$ cat src/rtl/hps_io_responder.sv
// hps_io_responder
// Core-side end of the 16-bit host IO link. Decodes UIO commands (joystick,
// status, buttons) and FPGA file-transfer commands, and streams download data
// to the core over the ioctl port, holding the host off with IO_WAIT while a
// word is waiting to be written.
module hps_io_responder #(
  parameter int unsigned ADDR_W         = 25,
  parameter logic [31:0] STATUS_DEFAULT = 32'h0000_0000
) (
  input  logic              clk,
  input  logic              reset_n,
  input  logic              IO_UIO,
  input  logic              IO_FPGA,
  input  logic              IO_STROBE,
  input  logic [15:0]       IO_DOUT,
  output logic [15:0]       IO_DIN,
  output logic              IO_WAIT,
  input  logic [31:0]       joystick_0,
  output logic [31:0]       status,
  output logic              status_update,
  output logic [15:0]       buttons,
  output logic              ioctl_download,
  output logic [7:0]        ioctl_index,
  output logic              ioctl_wr,
  output logic [ADDR_W-1:0] ioctl_addr,
  output logic [15:0]       ioctl_dout,
  input  logic              ioctl_wait
);

  localparam logic [15:0] CMD_JOY_READ    = 16'h0001;
  localparam logic [15:0] CMD_STATUS_SET  = 16'h001E;
  localparam logic [15:0] CMD_STATUS_GET  = 16'h0029;
  localparam logic [15:0] CMD_BUTTONS_SET = 16'h0030;
  localparam logic [15:0] CMD_FILE_TX     = 16'h0053;
  localparam logic [15:0] CMD_FILE_TX_DAT = 16'h0054;
  localparam logic [15:0] CMD_FILE_INDEX  = 16'h0055;

  localparam logic [ADDR_W-1:0] ADDR_STEP = {{(ADDR_W-2){1'b0}}, 2'b10};
  localparam logic [ADDR_W-1:0] ADDR_ZERO = {ADDR_W{1'b0}};

  typedef enum logic [1:0] {
    ST_IDLE = 2'd0,
    ST_PEND = 2'd1,
    ST_WR   = 2'd2
  } wr_state_t;

  // Word counter advances but sticks at 15 so long payloads never alias word 1.
  function automatic logic [3:0] wcnt_inc(input logic [3:0] cnt);
    if (cnt == 4'd15) begin
      return 4'd15;
    end else begin
      return cnt + 4'd1;
    end
  endfunction

  // Registers
  logic              frame_r;
  logic [15:0]       cmd_r;
  logic [3:0]        wcnt_r;
  logic [15:0]       io_din_r;
  logic              io_wait_r;
  logic [31:0]       status_r;
  logic              status_update_r;
  logic [15:0]       buttons_r;
  logic              download_r;
  logic [7:0]        index_r;
  logic [ADDR_W-1:0] addr_r;
  logic [15:0]       dout_r;
  wr_state_t         state_r;

  // Combinational decode
  wr_state_t         state_next_s;
  logic              frame_s;
  logic              uio_s;
  logic              fpga_s;
  logic              frame_fall_s;
  logic              stb_ok_s;
  logic              cmd_stb_s;
  logic              pay_stb_s;
  logic              uio_pay_s;
  logic              fpga_pay_s;
  logic              st_lo_s;
  logic              st_hi_s;
  logic              btn_s;
  logic              file_tx_s;
  logic              file_index_s;
  logic              tx_dat_s;
  logic              download_next_s;
  logic [15:0]       rd_data_s;

  // UIO takes priority when both frame lines are up; FPGA decoding is then muted.
  assign frame_s      = IO_UIO | IO_FPGA;
  assign uio_s        = IO_UIO;
  assign fpga_s       = IO_FPGA & ~IO_UIO;
  assign frame_fall_s = frame_r & ~frame_s;

  // A strobe while IO_WAIT is high is a host protocol error and is dropped whole.
  assign stb_ok_s     = IO_STROBE & ~io_wait_r & frame_s;
  assign cmd_stb_s    = stb_ok_s & (wcnt_r == 4'd0);
  assign pay_stb_s    = stb_ok_s & (wcnt_r != 4'd0);
  assign uio_pay_s    = pay_stb_s & uio_s;
  assign fpga_pay_s   = pay_stb_s & fpga_s;

  assign st_lo_s      = uio_pay_s & (cmd_r == CMD_STATUS_SET) & (wcnt_r == 4'd1);
  assign st_hi_s      = uio_pay_s & (cmd_r == CMD_STATUS_SET) & (wcnt_r == 4'd2);
  assign btn_s        = uio_pay_s & (cmd_r == CMD_BUTTONS_SET) & (wcnt_r == 4'd1);
  assign file_tx_s    = fpga_pay_s & (cmd_r == CMD_FILE_TX) & (wcnt_r == 4'd1);
  assign file_index_s = fpga_pay_s & (cmd_r == CMD_FILE_INDEX) & (wcnt_r == 4'd1);
  assign tx_dat_s     = fpga_pay_s & (cmd_r == CMD_FILE_TX_DAT) & download_r;

  // Readback word for the current payload slot; unknown commands read as zero.
  always_comb begin
    rd_data_s = 16'h0000;
    if (uio_s) begin
      case (cmd_r)
        CMD_JOY_READ: begin
          if (wcnt_r == 4'd1) begin
            rd_data_s = joystick_0[15:0];
          end else if (wcnt_r == 4'd2) begin
            rd_data_s = joystick_0[31:16];
          end else begin
            rd_data_s = 16'h0000;
          end
        end
        CMD_STATUS_GET: begin
          if (wcnt_r == 4'd1) begin
            rd_data_s = status_r[15:0];
          end else if (wcnt_r == 4'd2) begin
            rd_data_s = status_r[31:16];
          end else begin
            rd_data_s = 16'h0000;
          end
        end
        default: rd_data_s = 16'h0000;
      endcase
    end else begin
      rd_data_s = 16'h0000;
    end
  end

  // Download flag as it will be after this edge, so IO_WAIT reacts without lag.
  always_comb begin
    download_next_s = download_r;
    if (file_tx_s) begin
      download_next_s = (IO_DOUT != 16'h0000);
    end else begin
      download_next_s = download_r;
    end
  end

  // Write FSM next state: a data word goes straight to WR unless the core stalls.
  always_comb begin
    state_next_s = state_r;
    case (state_r)
      ST_IDLE: begin
        if (tx_dat_s) begin
          state_next_s = ioctl_wait ? ST_PEND : ST_WR;
        end else begin
          state_next_s = ST_IDLE;
        end
      end
      ST_PEND: begin
        if (!ioctl_wait) begin
          state_next_s = ST_WR;
        end else begin
          state_next_s = ST_PEND;
        end
      end
      ST_WR:   state_next_s = ST_IDLE;
      default: state_next_s = ST_IDLE;
    endcase
  end

  // Write FSM state register; reset lands in IDLE so ioctl_wr drops at once.
  always_ff @(posedge clk or negedge reset_n) begin
    if (!reset_n) begin
      state_r <= ST_IDLE;
    end else begin
      state_r <= state_next_s;
    end
  end

  // Frame tracking: command latch, word counter, clear on frame end.
  always_ff @(posedge clk or negedge reset_n) begin
    if (!reset_n) begin
      frame_r <= 1'b0;
      cmd_r   <= 16'h0000;
      wcnt_r  <= 4'd0;
    end else begin
      frame_r <= frame_s;
      if (frame_fall_s) begin
        cmd_r  <= 16'h0000;
        wcnt_r <= 4'd0;
      end else if (cmd_stb_s) begin
        cmd_r  <= IO_DOUT;
        wcnt_r <= 4'd1;
      end else if (pay_stb_s) begin
        wcnt_r <= wcnt_inc(wcnt_r);
      end
    end
  end

  // Host-facing registers: readback word and the IO_WAIT hold-off.
  always_ff @(posedge clk or negedge reset_n) begin
    if (!reset_n) begin
      io_din_r  <= 16'h0000;
      io_wait_r <= 1'b0;
    end else begin
      io_wait_r <= (state_next_s != ST_IDLE) | (download_next_s & ioctl_wait);
      if (cmd_stb_s) begin
        io_din_r <= 16'h0000;
      end else if (pay_stb_s) begin
        io_din_r <= rd_data_s;
      end
    end
  end

  // UIO-written registers; status_update only fires once the high half lands.
  always_ff @(posedge clk or negedge reset_n) begin
    if (!reset_n) begin
      status_r        <= STATUS_DEFAULT;
      status_update_r <= 1'b0;
      buttons_r       <= 16'h0000;
    end else begin
      status_update_r <= st_hi_s;
      if (st_lo_s) begin
        status_r[15:0] <= IO_DOUT;
      end
      if (st_hi_s) begin
        status_r[31:16] <= IO_DOUT;
      end
      if (btn_s) begin
        buttons_r <= IO_DOUT;
      end
    end
  end

  // File-transfer registers: download flag, index, data word and byte address.
  always_ff @(posedge clk or negedge reset_n) begin
    if (!reset_n) begin
      download_r <= 1'b0;
      index_r    <= 8'h00;
      dout_r     <= 16'h0000;
      addr_r     <= ADDR_ZERO;
    end else begin
      download_r <= download_next_s;
      if (file_index_s) begin
        index_r <= IO_DOUT[7:0];
      end
      if (tx_dat_s) begin
        dout_r <= IO_DOUT;
      end
      if (state_r == ST_WR) begin
        addr_r <= addr_r + ADDR_STEP;
      end else if (file_tx_s && (IO_DOUT != 16'h0000)) begin
        addr_r <= ADDR_ZERO;
      end
    end
  end

  assign IO_DIN         = io_din_r;
  assign IO_WAIT        = io_wait_r;
  assign status         = status_r;
  assign status_update  = status_update_r;
  assign buttons        = buttons_r;
  assign ioctl_download = download_r;
  assign ioctl_index    = index_r;
  assign ioctl_wr       = (state_r == ST_WR);
  assign ioctl_addr     = addr_r;
  assign ioctl_dout     = dout_r;

endmodule

$ cat config.mk
export PLATFORM = sky130hd
export DESIGN_NAME = hps_io_responder
export DESIGN_NICKNAME = d
export VERILOG_FILES = /design/src/rtl/hps_io_responder.sv
export SDC_FILE = /design/constraint.sdc
export NUM_CORES = 1
export LEC_CHECK = 0
export BUFFER_PORTS_ARGS = -buffer_cell sky130_fd_sc_hd__buf_2
export CAP_MARGIN = 20
export CORE_MARGIN = 1.5
export CORE_UTILIZATION = 24
export CTS_CLUSTER_DIAMETER = 50
export DETAILED_ROUTE_END_ITERATION = 7
export PLACE_DENSITY = 0.41
export SLEW_MARGIN = 25
export SYNTH_ARGS = -nofsm -noshare
export SYNTH_HDL_FRONTEND = slang
export SYNTH_SLANG_ARGS = --single-unit
export TNS_END_PERCENT = 10
$ cat constraint.sdc
create_clock -name clk -period 2.4 [get_ports clk]
set_input_delay 0.48 -clock clk [delete_from_list [all_inputs] [get_ports clk]]
set_output_delay 0.48 -clock clk [all_outputs]
set_load 0.02 [all_outputs]
=== After elaboration in Yosys (flattened, before gate mapping) ===
Index checks and enable logic that the tools add are counted.

* Equal/unequal tests: 12
* Add/sub/neg operators: 2
* Bitwise gates (word level): 25
* Mux-type cells: 20
* Reductions and logical operators: 10

{| class="wikitable"
|+ Operators by type and width
! operator !! count
|-
| $mux 16 || 9
|-
| $mux 25 || 2
|-
| $eq 16x7->1 const B || 3
|-
| $eq 16x6->1 const B || 2
|-
| $pmux 16 s2 || 1
|-
| $add 25x2->25 const B || 1
|-
| $and 1x1->1 || 20
|-
| $eq 16x1->1 const B || 1
|-
| $eq 16x5->1 const B || 1
|-
| $mux 4 || 4
|-
| $reduce_bool 16->1 || 1
|-
| $reduce_bool 2->1 || 4
|-
| $add 4x1->4 const B || 1
|-
| $eq 4x1->1 const B || 1
|-
| $eq 4x2->1 const B || 1
|-
| $eq 4x4->1 const B || 1
|-
| $logic_not 4->1 || 1
|-
| $mux 2 || 2
|-
| $pmux 2 s2 || 1
|-
| $reduce_bool 4->1 || 1
|-
| $not 1->1 || 3
|-
| $reduce_bool 3->1 || 1
|-
| $eq 2x1->1 const B || 1
|-
| $eq 2x2->1 const B || 1
|-
| other kinds (4) || 5
|}

* Word-level logic and storage cells: 83
* Register bits: 139
* Input port bits: 54

=== Longest topological paths before layout ===
* Depth in word-level cells: 11
* Mapped depth: 7
* Depth with buffers taken out: 6

=== Worst setup path before layout ===
Ideal clock, no wire load.

* Kind: flip-flop to flip-flop
* From: register wcnt_r[0]
* To: register dout_r[11], in the netlist ioctl_dout[11]
* Setup time: 0.125 ns
* Arrival: 2.188 ns
* Slack: 0.087 ns
* Stages on the path, launching flop included: 8
* Period minus slack after synthesis: 2.313 ns
* Required time: 2.275 ns
* Cells stage by stage: dfrtp_1 inv_1 ha_1 nor3b_1 or4_1 nor3_2 buf_2 mux2_2

* Cells in the longest elaborated chain, start to end: 5

{| class="wikitable"
|+ RTL lines
! item !! RTL line !! RTL
|-
| from (decl) || 59 || <nowiki>logic [3:0] wcnt_r;</nowiki>
|-
| from (signal assigned) || 198 || <nowiki>wcnt_r <= wcnt_inc(wcnt_r);</nowiki>
|-
| $reduce_bool 4->1 || 100 || <nowiki>assign pay_stb_s = stb_ok_s & (wcnt_r != 4'd0);</nowiki>
|-
| $and 1x1->1 || 100 ||
|-
| $and 1x1->1 || 102 || <nowiki>assign fpga_pay_s = pay_stb_s & fpga_s;</nowiki>
|-
| $and 1x1->1 (2 in series) || 109 || <nowiki>assign tx_dat_s = fpga_pay_s & (cmd_r == CMD_FILE_TX_DAT) & download_r;</nowiki>
|-
| to (signal assigned) || 243 || <nowiki>dout_r <= 16'h0000;</nowiki>
|-
| to (signal assigned) || 251 || <nowiki>dout_r <= IO_DOUT;</nowiki>
|-
| to (decl) || 68 || <nowiki>logic [15:0] dout_r;</nowiki>
|}

No other way between the ends.
A chain may end at the register's enable or synchronous reset.

=== Worst setup path in the final report ===
* From: register wcnt_r[0]
* To: register addr_r[21], in the netlist ioctl_addr[21]

* Cells in the longest elaborated chain, start to end: 7
* Elaborated cells between the ends (all ways): 8
* Classes of those cells: eq/ne: 1; bitwise: 4; reduce/logical: 3

{| class="wikitable"
|+ RTL lines
! item !! RTL line !! RTL
|-
| $reduce_bool 4->1 || 100 ||
|-
| $and 1x1->1 || 100 ||
|-
| $and 1x1->1 || 102 ||
|-
| $and 1x1->1 || 107 || <nowiki>assign file_tx_s = fpga_pay_s & (cmd_r == CMD_FILE_TX) & (wcnt_r == 4'd1);</nowiki>
|-
| $and 1x1->1 * || 107 ||
|-
| $logic_and 1x1->1 * || 255 || <nowiki>end else if (file_tx_s && (IO_DOUT != 16'h0000)) begin</nowiki>
|-
| $reduce_bool 2->1 (no source line) * || n/a ||
|-
| to (signal assigned) || 254 || <nowiki>addr_r <= addr_r + ADDR_STEP;</nowiki>
|-
| to (decl) || 67 || <nowiki>logic [ADDR_W-1:0] addr_r;</nowiki>
|}

Mark *: on every way between the ends. The rest lies on a longest branch, timed or not.

==> results.txt <==
----------------------------------------------------
[Synthesis]
  Cells taking the most area after synthesis ... sky130_fd_sc_hd__dfrtp_1 54%, sky130_fd_sc_hd__mux2_2 8.2%, sky130_fd_sc_hd__mux2_1 4.6%, sky130_fd_sc_hd__a22oi_1 3.7%, sky130_fd_sc_hd__o21ai_0 2.4%
  Portion of the post-synthesis area used by sequential elements ... 53.8%
  Number of enable flip-flop cells after synthesis ... 0
  Number of library cell types mapped by synthesis ... 53
  Dominant cell type by area after synthesis ... sky130_fd_sc_hd__dfrtp_1
  Proportion of synthesized flip-flops having asynchronous set or reset ... 100%
  Portion of synthesized cell area occupied by the leading cell type ... between 50% and 60%
  Nets in the synthesized netlist ... 613
  Netlist area before placement ... 6420 um2
  Synthesized flop and latch total ... 138
  Synthesized instance count ... 554
  Top flip-flop cell by instance count after synthesis ... sky130_fd_sc_hd__dfrtp_1
  Number of warnings printed during yosys synthesis ... 0
  Synthesized area divided by synthesized cell count ... 11.6 um2

[Pwr]
  Leakage Power ... 4.30 nW
  Cell Pwr Density ... between 600 and 700 nW/um2
  Highest ir drop seen on vdd ... 338 uV

[Critical path]
  Critical path's slowest cell ... sky130_fd_sc_hd__o41a_1
  Slowest stage delay, CP ... roughly 0.6 ns
  Class of the most critical setup path ... reg2reg
  Required time of the critical path ... roughly 2.7 ns
  Number of buffer and inverter stages on the critical path ... 1
  Critical path's top delay family ... compound AO/OA/AOI/OAI gates
  Startpoint type of the worst setup path ... flop
  List of cells traversed by the critical path ... inv_2, ha_1, or3b_4, nand4_1, o41a_1, a211o_1
  Top fanout value on the critical path ... 7
  Sort of element at the end of the critical path ... flop
  Arrival time of the worst setup path ... between 2 and 3 ns

[Timing]
  Setup-failing EPs final ... 0
  Min setup slack post-route ... 0.126 ns
  Max Transition Viols Final ... 0
  Final Hold Viols ... 0
  Unrepaired setup endpoints after global routing ... true
  Final sum of negative setup slack ... 0 ns
  Post-layout min period ... 2.27 ns
  Worst slew margin ... around half
  Post-route fraction of the period consumed by the critical path ... approximately 95%
  Tightest Pin Transition ... 0.765 ns
  Max Clock Skew ... 0.00903 ns
  Achievable frequency ... 440 MHz

[Floorplan]
  Effective utilization at floorplan ... 24.6%
  Die span in y ... 167 um
  Die Outline Area ... roughly 28000 um2
  Total I/O pin count ... 171
  Placeable core area ... 26100 um2
  Number of placement rows ... 59
  DIE WIDTH ... between 150 and 200 um

[CTS]
  Maximum number of buffers from clock root to sink ... 2
  Total clock sinks ... between 100 and 150
  CTS Root Buffer Type ... sky130_fd_sc_hd__clkbuf_16
  H-Tree Depth ... 4
  Register clock-pin slew on the reported worst setup and hold paths ... 0.06 ns
  TritonCTS clock tree ... built
  Clock insertion delay at the later pin of the skew report ... 0.42 ns
  CTS Buf Count ... 17

[Placement]
  Final GP Congestion ... 0.785
  Worst slack after detailed placement ... -0.112 ns
  Detailed placer's ending HPWL ... roughly 15 mm
  Port Buffers ... approximately 170
  Total placed instance area ... between 7000 and 8000 um2

[Finish]
  Most frequent standard cell in the layout excluding fill and tap cells ... sky130_fd_sc_hd__buf_2
  Fraction of final layout cells sized beyond drive strength 1 ... 39.1%
  Antenna fix cells ... 0
  Area used by multi-input combinational logic ... between 2000 and 3000 um2
  Flip-flop and latch area ... 3450 um2
  Count of fill cells added during filler insertion ... 2710
  Area Overhead vs Synth ... 33.6%
  Layout Nets ... 808
  Top library cells by usage in the layout, fill and taps aside ... 168 x sky130_fd_sc_hd__buf_2, 137 x sky130_fd_sc_hd__dfrtp_1, 47 x sky130_fd_sc_hd__mux2_2
  Final instance area ... roughly 8600 um2

[Global routing]
  Highest-utilization routing layer at the global route stage ... met2
  Remaining Overflow, GRT ... 0
  Number of global-route vias before repair ... 5287
  Largest net degree at the start of global routing ... 58
  Antenna violations before repair ... 0
  Met3 usage ... under 10%
  GRT met1 Usage ... 19.6%
  Global Route met2 Usage ... 24.2%
  Wire length of the first global-routing pass ... 32.0 mm
  Overall global routing resource usage ... between 10% and 20%

[Run]
  Maximum capacitance violations ... 0

[Outcome]
  Violations in the final reports ... DRC
  Outcome ... finished with violations

[Hold path]
  HP Class ... in2reg

[Detailed routing]
  Wirelength, routed ... 20.4 mm
  Via density per instance ... 4.90
  Routed vias ... ~5400
  Residual DRC count ... 2
  First drt pass iteration count ... 8
  Final antenna-violating net count ... 0
  WL/cell ... about 19 um
  Detailed Route Iter0 Violations ... 416

----------------------------------------------------
synthesized netlist by cell type (3+ instances only):
master / count
sky130_fd_sc_hd__a211o_1: 5
sky130_fd_sc_hd__a21oi_1: 8
sky130_fd_sc_hd__a22o_1: 17
sky130_fd_sc_hd__a22oi_1: 32
sky130_fd_sc_hd__a31oi_1: 3
sky130_fd_sc_hd__and3_1: 6
sky130_fd_sc_hd__and4_1: 4
sky130_fd_sc_hd__buf_2: 4
sky130_fd_sc_hd__buf_4: 3
sky130_fd_sc_hd__clkbuf_1: 20
sky130_fd_sc_hd__dfrtp_1: 138
sky130_fd_sc_hd__ha_1: 5
sky130_fd_sc_hd__inv_1: 26
sky130_fd_sc_hd__mux2_1: 26
sky130_fd_sc_hd__mux2_2: 47
sky130_fd_sc_hd__nand2_1: 23
sky130_fd_sc_hd__nand2b_1: 3
sky130_fd_sc_hd__nand3_1: 29
sky130_fd_sc_hd__nand4_1: 14
sky130_fd_sc_hd__nor2_1: 15
sky130_fd_sc_hd__nor3_1: 3
sky130_fd_sc_hd__nor3_2: 4
sky130_fd_sc_hd__nor3b_1: 5
sky130_fd_sc_hd__nor4_1: 10
sky130_fd_sc_hd__nor4_4: 3
sky130_fd_sc_hd__nor4b_1: 3
sky130_fd_sc_hd__o21ai_0: 31
sky130_fd_sc_hd__o22ai_1: 17
sky130_fd_sc_hd__o31ai_1: 7
sky130_fd_sc_hd__or3_1: 7
sky130_fd_sc_hd__or4_1: 10
sky130_fd_sc_hd__xnor2_1: 3
per-layer routing:
layer	share of wire, %	vias up
met5	0	-
met4	2.6	0
met3	4.3	23
met2	48	156
met1	45	2686
li1	-	2507
per-stage QoR:
stage          power, W  instances  util [%]  hold slack, ns
2_1_floorplan   0.00286        554         -           0.184
3_3_place_gp    0.00318       1063      30.4           0.406
3_5_place_dp    0.00320       1063      30.4           0.411
4_1_cts         0.00585       1097      32.7           0.236
5_1_grt         0.00606       1097      32.8           0.258
6_report        0.00577       1097      32.8           0.252
cells by family after synthesis:
family                     count (synthesis)  share of synthesized area [%]
muxes                                     74                           13.0
other                                      1                         0.0584
AOI/OAI and AO/OA                        127                           13.6
DFF                                      138                           53.8
xor gates and xnor gates                   3                          0.409
adders and majority gates                  5                          0.974
and+or+nand+nor                          153                           14.9
buffers and inverters                     53                           3.35
flip-flops by register name, summed over array words and instances (netlist names), 2 cells and up:
name and cells:
status 32, ioctl_addr 24, IO_DIN 16, buttons 16, cmd_r 16, ioctl_dout 16
ioctl_index 8, wcnt_r 4, state_r 2
where the power goes:
part	leakage, nW	internal (W)	switching, W
Clock	0.277	0.00151	0.00110
Sequential	1.81	0.00240	0.0000981
Combinational	2.21	0.000257	0.000416
Total	4.30	0.00416	0.00161
final timing paths:
kind	start	end	slack (ns)	cells past startpoint
worst max-delay path	wcnt_r[0]	ioctl_addr[21]	0.13	6
worst min-delay path	ioctl_wait	state_r[1]	0.25	2
worst max register to register	wcnt_r[0]	ioctl_addr[21]	0.13	6
worst min register to register	frame_r	wcnt_r[3]	0.46	1
max in group asynchronous	reset_n	status[4]	1.23	3
min in group asynchronous	reset_n	ioctl_addr[21]	0.52	2
layout make-up:
cell class              count  area share, %
repair buffers            203           14.3
well taps                 335           4.89
multi-input cells         363           32.6
clock inverters            13           1.58
clock buffers              19           5.28
flip-flops and latches    138           40.3
inverters                  26           1.14
repair_timing:
item	4_1_cts	5_1_grt
setup buffers	1	0
setup endpoints to repair	34	65
hold buffers	1	0
gates resized for setup	0	6
pin swaps	1	4
endpoints found under the hold margin	32	0
(Power assumes the default switching activity.)
